### src/rtl/fifo_arb_pkg.sv
// rtl/fifo_arb_pkg.sv - shared types and default sizing for the fifo write arbiter
package fifo_arb_pkg;

    typedef enum logic {
        IDLE  = 1'b0,
        GRANT = 1'b1
    } arb_state_t;

    localparam int FIFO_WIDTH_DEF = 16;
    localparam int NUM_REQ_DEF    = 4;
    localparam int MAX_BURST_DEF  = 8;

    localparam int ID_W  = $clog2(NUM_REQ_DEF);
    localparam int CNT_W = $clog2(MAX_BURST_DEF + 1);

endpackage

### src/rtl/fifo_wr_arbiter_rr_picker.sv
// rtl/fifo_wr_arbiter_rr_picker.sv - round-robin search for the next requester after last
module rr_picker #(
    parameter int N  = 4,
    parameter int IW = 2
) (
    input  logic [N-1:0]  req,
    input  logic [IW-1:0] last,
    output logic          found,
    output logic [IW-1:0] idx
);

    logic [IW-1:0] cand;

    // Scan from the farthest position back to last+1 so the nearest requester wins.
    always_comb begin
        found = 1'b0;
        idx   = '0;
        cand  = '0;
        for (int k = N; k >= 1; k--) begin
            cand = IW'((int'(last) + k) % N);
            if (req[cand]) begin
                found = 1'b1;
                idx   = cand;
            end
        end
    end

endmodule

### src/rtl/fifo_wr_arbiter.sv
// rtl/fifo_wr_arbiter.sv - round-robin burst arbiter sharing the fifo write port
module fifo_wr_arbiter
    import fifo_arb_pkg::*;
#(
    parameter int FIFO_WIDTH = FIFO_WIDTH_DEF,
    parameter int NUM_REQ    = NUM_REQ_DEF,
    parameter int MAX_BURST  = MAX_BURST_DEF
) (
    input  logic                          clk_a,
    input  logic                          rst,
    input  logic [NUM_REQ-1:0]            req,
    input  logic [NUM_REQ*FIFO_WIDTH-1:0] din,
    output logic [NUM_REQ-1:0]            gnt,
    input  logic                          full,
    output logic                          wen_a,
    output logic [FIFO_WIDTH-1:0]         din_a,
    output logic [$clog2(NUM_REQ)-1:0]    owner,
    output logic                          busy
);

    localparam int IDX_W  = $clog2(NUM_REQ);
    localparam int BCNT_W = $clog2(MAX_BURST + 1);

    arb_state_t        state_q, state_d;
    logic [IDX_W-1:0]  owner_q, owner_d;
    logic [IDX_W-1:0]  last_q, last_d;
    logic [BCNT_W-1:0] cnt_q, cnt_d;
    logic              pick_found;
    logic [IDX_W-1:0]  pick_idx;
    logic              accept;
    logic              burst_done;

    rr_picker #(
        .N  (NUM_REQ),
        .IW (IDX_W)
    ) u_picker (
        .req   (req),
        .last  (last_q),
        .found (pick_found),
        .idx   (pick_idx)
    );

    // A word is taken only when the owner offers one and the fifo has room;
    // the reset cycle never writes so a word in flight is not lost half-way.
    assign accept     = (state_q == GRANT) && req[owner_q] && !full && !rst;
    assign burst_done = (int'(cnt_q) + 1 == MAX_BURST);

    // Write-port and status outputs, combinational from registered state.
    always_comb begin
        wen_a        = accept;
        gnt          = '0;
        gnt[owner_q] = accept;
        din_a        = '0;
        if (state_q == GRANT) begin
            din_a = din[int'(owner_q)*FIFO_WIDTH +: FIFO_WIDTH];
        end
        busy  = (state_q == GRANT);
        owner = owner_q;
    end

    // Next-state: arbitrate in IDLE, count/stall/release in GRANT.
    always_comb begin
        state_d = state_q;
        owner_d = owner_q;
        last_d  = last_q;
        cnt_d   = cnt_q;
        case (state_q)
            IDLE: begin
                if (pick_found && !full) begin
                    state_d = GRANT;
                    owner_d = pick_idx;
                    cnt_d   = '0;
                end
            end
            GRANT: begin
                if (accept && burst_done) begin
                    state_d = IDLE;
                    last_d  = owner_q;
                    cnt_d   = '0;
                end else if (!req[owner_q]) begin
                    state_d = IDLE;
                    last_d  = owner_q;
                    cnt_d   = '0;
                end else if (accept) begin
                    cnt_d = cnt_q + BCNT_W'(1);
                end
            end
            default: begin
                state_d = IDLE;
            end
        endcase
    end

    // State registers; last starts at NUM_REQ-1 so requester 0 wins first.
    always_ff @(posedge clk_a) begin
        if (rst) begin
            state_q <= IDLE;
            owner_q <= '0;
            last_q  <= IDX_W'(NUM_REQ - 1);
            cnt_q   <= '0;
        end else begin
            state_q <= state_d;
            owner_q <= owner_d;
            last_q  <= last_d;
            cnt_q   <= cnt_d;
        end
    end

endmodule

### config.mk
export PLATFORM = sky130hd
export DESIGN_NAME = fifo_wr_arbiter
export DESIGN_NICKNAME = d
export VERILOG_FILES = /design/src/rtl/fifo_arb_pkg.sv /design/src/rtl/fifo_wr_arbiter_rr_picker.sv /design/src/rtl/fifo_wr_arbiter.sv
export SDC_FILE = /design/constraint.sdc
export NUM_CORES = 1
export LEC_CHECK = 0
export BUFFER_PORTS_ARGS = -buffer_cell sky130_fd_sc_hd__buf_2
export CORE_ASPECT_RATIO = 1.1
export CORE_MARGIN = 2
export CORE_UTILIZATION = 41
export CTS_CLUSTER_DIAMETER = 100
export CTS_CLUSTER_SIZE = 25
export DETAILED_ROUTE_END_ITERATION = 10
export PLACE_DENSITY = 0.85
export SLEW_MARGIN = 20
export SYNTH_ARGS = -nofsm -noshare
export SYNTH_HDL_FRONTEND = slang
export SYNTH_SLANG_ARGS = --single-unit
### constraint.sdc
create_clock -name clk_a -period 3.61 [get_ports clk_a]
set_input_delay 0.361 -clock clk_a [delete_from_list [all_inputs] [get_ports clk_a]]
set_output_delay 0.361 -clock clk_a [all_outputs]
set_load 0.02 [all_outputs]
After elaboration in Yosys (flattened, before gate mapping)

Cells that the tools add are included.
W data, S select, Z words.

Register bits after elaboration: 9
Input port bits: 71
Output and inout port bits: 24
Logic and storage cells: 66

Eq/ne operators: 4
Reductions and logical operators: 11
$lt $le $gt $ge: 6
Shifts and indexed selects: 1
Bitwise gates (word level): 2
Add/sub/neg operators: 6
Mux-type cells: 32

Operators with widths:

| kind                  | number |
|---|---|
| $shiftx A64 B7 Y16    | 1 |
| $mux W16              | 1 |
| $mux W4               | 4 |
| $lt A2 B3 Y1 const B  | 5 |
| $mux W1               | 13 |
| $mux W2               | 6 |
| $bmux W1 S2           | 5 |
| $pmux W4 S2           | 1 |
| $logic_and A1 B1 Y1   | 6 |
| $reduce_and A2 Y1     | 3 |
| $add A4 B1 Y5 const B | 1 |
| $eq A5 B4 Y1 const B  | 1 |
| $add A2 B1 Y2 const B | 2 |
| $add A2 B2 Y2 const B | 2 |
| $add A4 B1 Y4 const B | 1 |
| $and A4 B4 Y4         | 1 |
| $ne A2 B2 Y1 const B  | 2 |
| $ne A4 B4 Y1 const B  | 1 |
| $demux W1 S2          | 1 |
| $ge A2 B1 Y1 const B  | 1 |
| $logic_not A1 Y1      | 2 |
| $pmux W1 S2           | 1 |
| $not A1 Y1            | 1 |

Depth between registers and ports, before layout

Depth in word-level cells: 10
Mapped depth: 5
Mapped depth without buffers: 5

By module

A second synthesis with hierarchy kept.

Cells, all modules: 111
Area, all modules: 1,121.1 um^2

By module, submodules not included:

| module          | instances | cells each | area each (um^2) | sequential area each (um^2) |
|---|---|---|---|---|
| fifo_wr_arbiter | 1         | 97         | 1,029.7          | 180.2 |
| rr_picker       | 1         | 14         | 91.3             | 0.0 |

Worst setup path after synthesis

No wires, ideal clock.

Path type: register -> output
Start point: register owner_q[0] (netlist: owner[0])
End point: output din_a[10]
Required time: 3,249 ps
Cell stages (with the launch flop): 5
Buffers on the path: 2
Slack: 1,591 ps
Arrival time: 1,658 ps
Cell sequence: dfxtp_1 > buf_2 > buf_2 > mux4_2 > and2_1

Longest elaborated chain between the ends: 2

Ends and longest elaborated chain:

| item                   | line                   | RTL |
|---|---|---|
| from (decl)            | fifo_wr_arbiter.sv:25  | `logic [IDX_W-1:0] owner_q, owner_d;` |
| from (signal assigned) | fifo_wr_arbiter.sv:103 | `owner_q <= owner_d;` |
| $shiftx A64 B7 Y16     | fifo_wr_arbiter.sv:55  | `din_a = din[int'(owner_q)*FIFO_WIDTH +: FIFO_WIDTH];` |
| $mux W16               | fifo_wr_arbiter.sv:54  | `if (state_q == GRANT) begin` |
| to (decl)              | fifo_wr_arbiter.sv:16  | `output logic [FIFO_WIDTH-1:0] din_a,` |

Every way passes these cells.

Worst setup path in the final report

Start point: register owner_q[0] (netlist: owner[0])
End point: output din_a[15]

The elaborated chain is that of the path after synthesis.

==> impl_results.md <==
* Drc violations at 0
* Clk_skew at ~0.00094 ns
* Core area at 2496 um2
* Largest net degree at the start of global routing at 22
* Setup crit end kind: output pin
* Maximum achievable frequency at between 300 and 400 MHz
* Share of cells above drive strength 1 at 0.6173
* Vias in the first global route at between 1,000 and 1,500
* Commonest non-fill, non-tap cell in the layout: buf_2
* Starting density of the core at 0.4281
* Largest fanout on the critical path at 14
* Syn avg cell area at around 10 um2
* Nets at 270
* Worst slew pin tran at 0.6124 ns
* Row cnt at 19
* Most frequent cells in the layout: buf_2 (94), mux4_2 (17), and2_1 (16)
* Die Span X at 52.68 um
* Fraction of registers with async set/reset at 0
* Ant. Diodes at 0
* Number of synthesized flops with an enable pin at 0
* Total GRT Usage at 0.1989
* DRT Pass-1 Iters at 4
* Slew margin rel. at 0.5912
* Filler instances at around 220
* Peak supply drop at approximately 0.00029 V
* Clock buffer depth at 2
* Clk root buf: clkbuf_4
* Final hold viol count at 0
* Via-to-Cell Ratio at ~5.4
* Initial antenna violation count at 0
* Total power at approximately 0.37 mW
* Syn Inst Count at between 100 and 150
* Hpwl dp at ~2700 um
* Antenna Violating Nets Remaining at 0
* Top cells by area, synth: mux4_2 (36%), dfxtp_1 (17%), and2_1 (9.4%)
* CTS tree: built
* Post-layout min period at ~2.6 ns
* Num CTS Buffers at 3
* Tcrit/Tclk final at 0.7072
* Skew-Pair Late Insertion Delay at between 0.2 and 0.3 ns
* Post-CTS Hold Buffers at 0
* Status: finished, final reports clean
* Syn Std Cell Area at 1069 um2
* Routed WL at roughly 3200 um
* DRT iter0 DRCs at 16
* Placer Congestion at 0.7094
* Die Y-Extent at 57.54 um
* Static Leakage at between 0.7 and 0.8 nW
* Area after DPL at 1559 um2
* Die area at between 3000 and 4000 um2
* Pwr/cell area at ~240 nW/um2
* Area Growth Syn to Fin at 48.36%
* RSZ-0062 raised after global routing: no
* Worst EP arrival at about 2.2 ns
* Max cap viols at 0
* Worst Path Required at 3.25 ns
* Post-CTS Setup Bufs at 0
* Setup TNS Final at 0 ns
* Final instance area at 1585 um2
* Top-area cell type share of the netlist area at 0.3583
* Clock-pin slew on the worst setup and hold paths at 0.07 ns
* Post-synthesis sequential area ratio at 0.1686
* Main synth FF type: dfxtp_1
* CP Launch Type: flop
* TritonCTS Sinks at 9
* WL/cell at approximately 14 um
* Biggest area consumer among synthesized cells: mux4_2
* CTS H-tree depth at 1
* First-pass GRT wire length at ~4600 um
* Resize count post-CTS at 0
* Slew Limit Fails at 0
* Crit Path Class: flop to output pin
* Post-synthesis register bit count at 9
* Port bufs at 94
* GRT Residual Overflow at 0
* Warnings from Yosys at 0
* I/O pins at 95
* Post-synthesis cell type count at 36
* Min-Delay Path Class: input pin to flop
* Final setup fails at 0
* Fin Hold WS at roughly 0.38 ns
* Mapped Nets at between 150 and 200
* Via count at about 1,200
[state kept, by name, indices dropped and copies added (netlist names)]
signal,count
cnt_q,4
owner,2
last_q,2
busy,1
[metrics by stage]
step           utilization  setup WS [ns]  cells
6_report            0.6351          1.057    227
5_1_grt             0.6351         0.9279    227
4_1_cts             0.6351          1.044    227
3_5_place_dp        0.6246          1.345    223
3_3_place_gp        0.6246          1.340    223
2_1_floorplan            -          1.591    104
[power breakdown]
group / internal (mW) / total, mW / switching, mW / leakage, nW
Clock: 0.0429 / 0.0831 / 0.0402 / 0.0150
Combinational: 0.0968 / 0.171 / 0.0741 / 0.706
Sequential: 0.105 / 0.120 / 0.0153 / 0.0735
[per-layer routing]
metal | global-route usage | wire length, um
met3 | 0.05759 | 348
met4 | 0.03297 | 20
met5 | 0 | 0
met2 | 0.3661 | 1604
met1 | 0.2265 | 1233
[Yosys cell counts, types with 2 or more instances]
cell / count
clkbuf_1: 5
inv_1: 4
nand3_1: 2
nand2b_1: 4
dfxtp_1: 9
o21ai_0: 2
a21oi_1: 5
ha_1: 2
nor3_1: 2
nor2_1: 7
nand2_1: 3
mux4_2: 17
buf_2: 3
mux2i_1: 2
and2_1: 16
[critical path, stage by stage, from the launching register on]
cell and delay (ns):
dfxtp_1 0.71, buf_4 0.34, mux4_2 0.52, and2_1 0.19, buf_2 0.16
[worst paths after layout]
path | startpoint | depth (start not counted) | slack [ns] | to
hold / removal | rst | 2 | 0.38 | owner[1]
hold reg to reg | last_q[0] | 2 | 0.53 | last_q[0]
setup / recovery | owner[0] | 4 | 1.06 | din_a[15]
setup reg to reg | owner[1] | 4 | 1.72 | cnt_q[3]
[area by class of cell]
cell class              count  area, um2  share of cell area
well taps                  31      38.79             0.02447
repair buffers             96      485.5              0.3062
clock buffers               4      26.28             0.01657
multi-input cells          83      839.6              0.5296
inverters                   4      15.01            0.009471
flip-flops and latches      9      180.2              0.1137
[logic make-up (layout without fill, tap and decap cells)]
logic type      after synthesis  count (layout)  synth area share
compound gates               18              18            0.1300
fa+ha+maj                     2               2           0.02342
buf+inv                      12             104           0.04566
flops                         9               9            0.1686
mux                          20              20            0.3876
simple gates                 43              43            0.2447
Note: power is estimated with default switching activity, not from simulation.
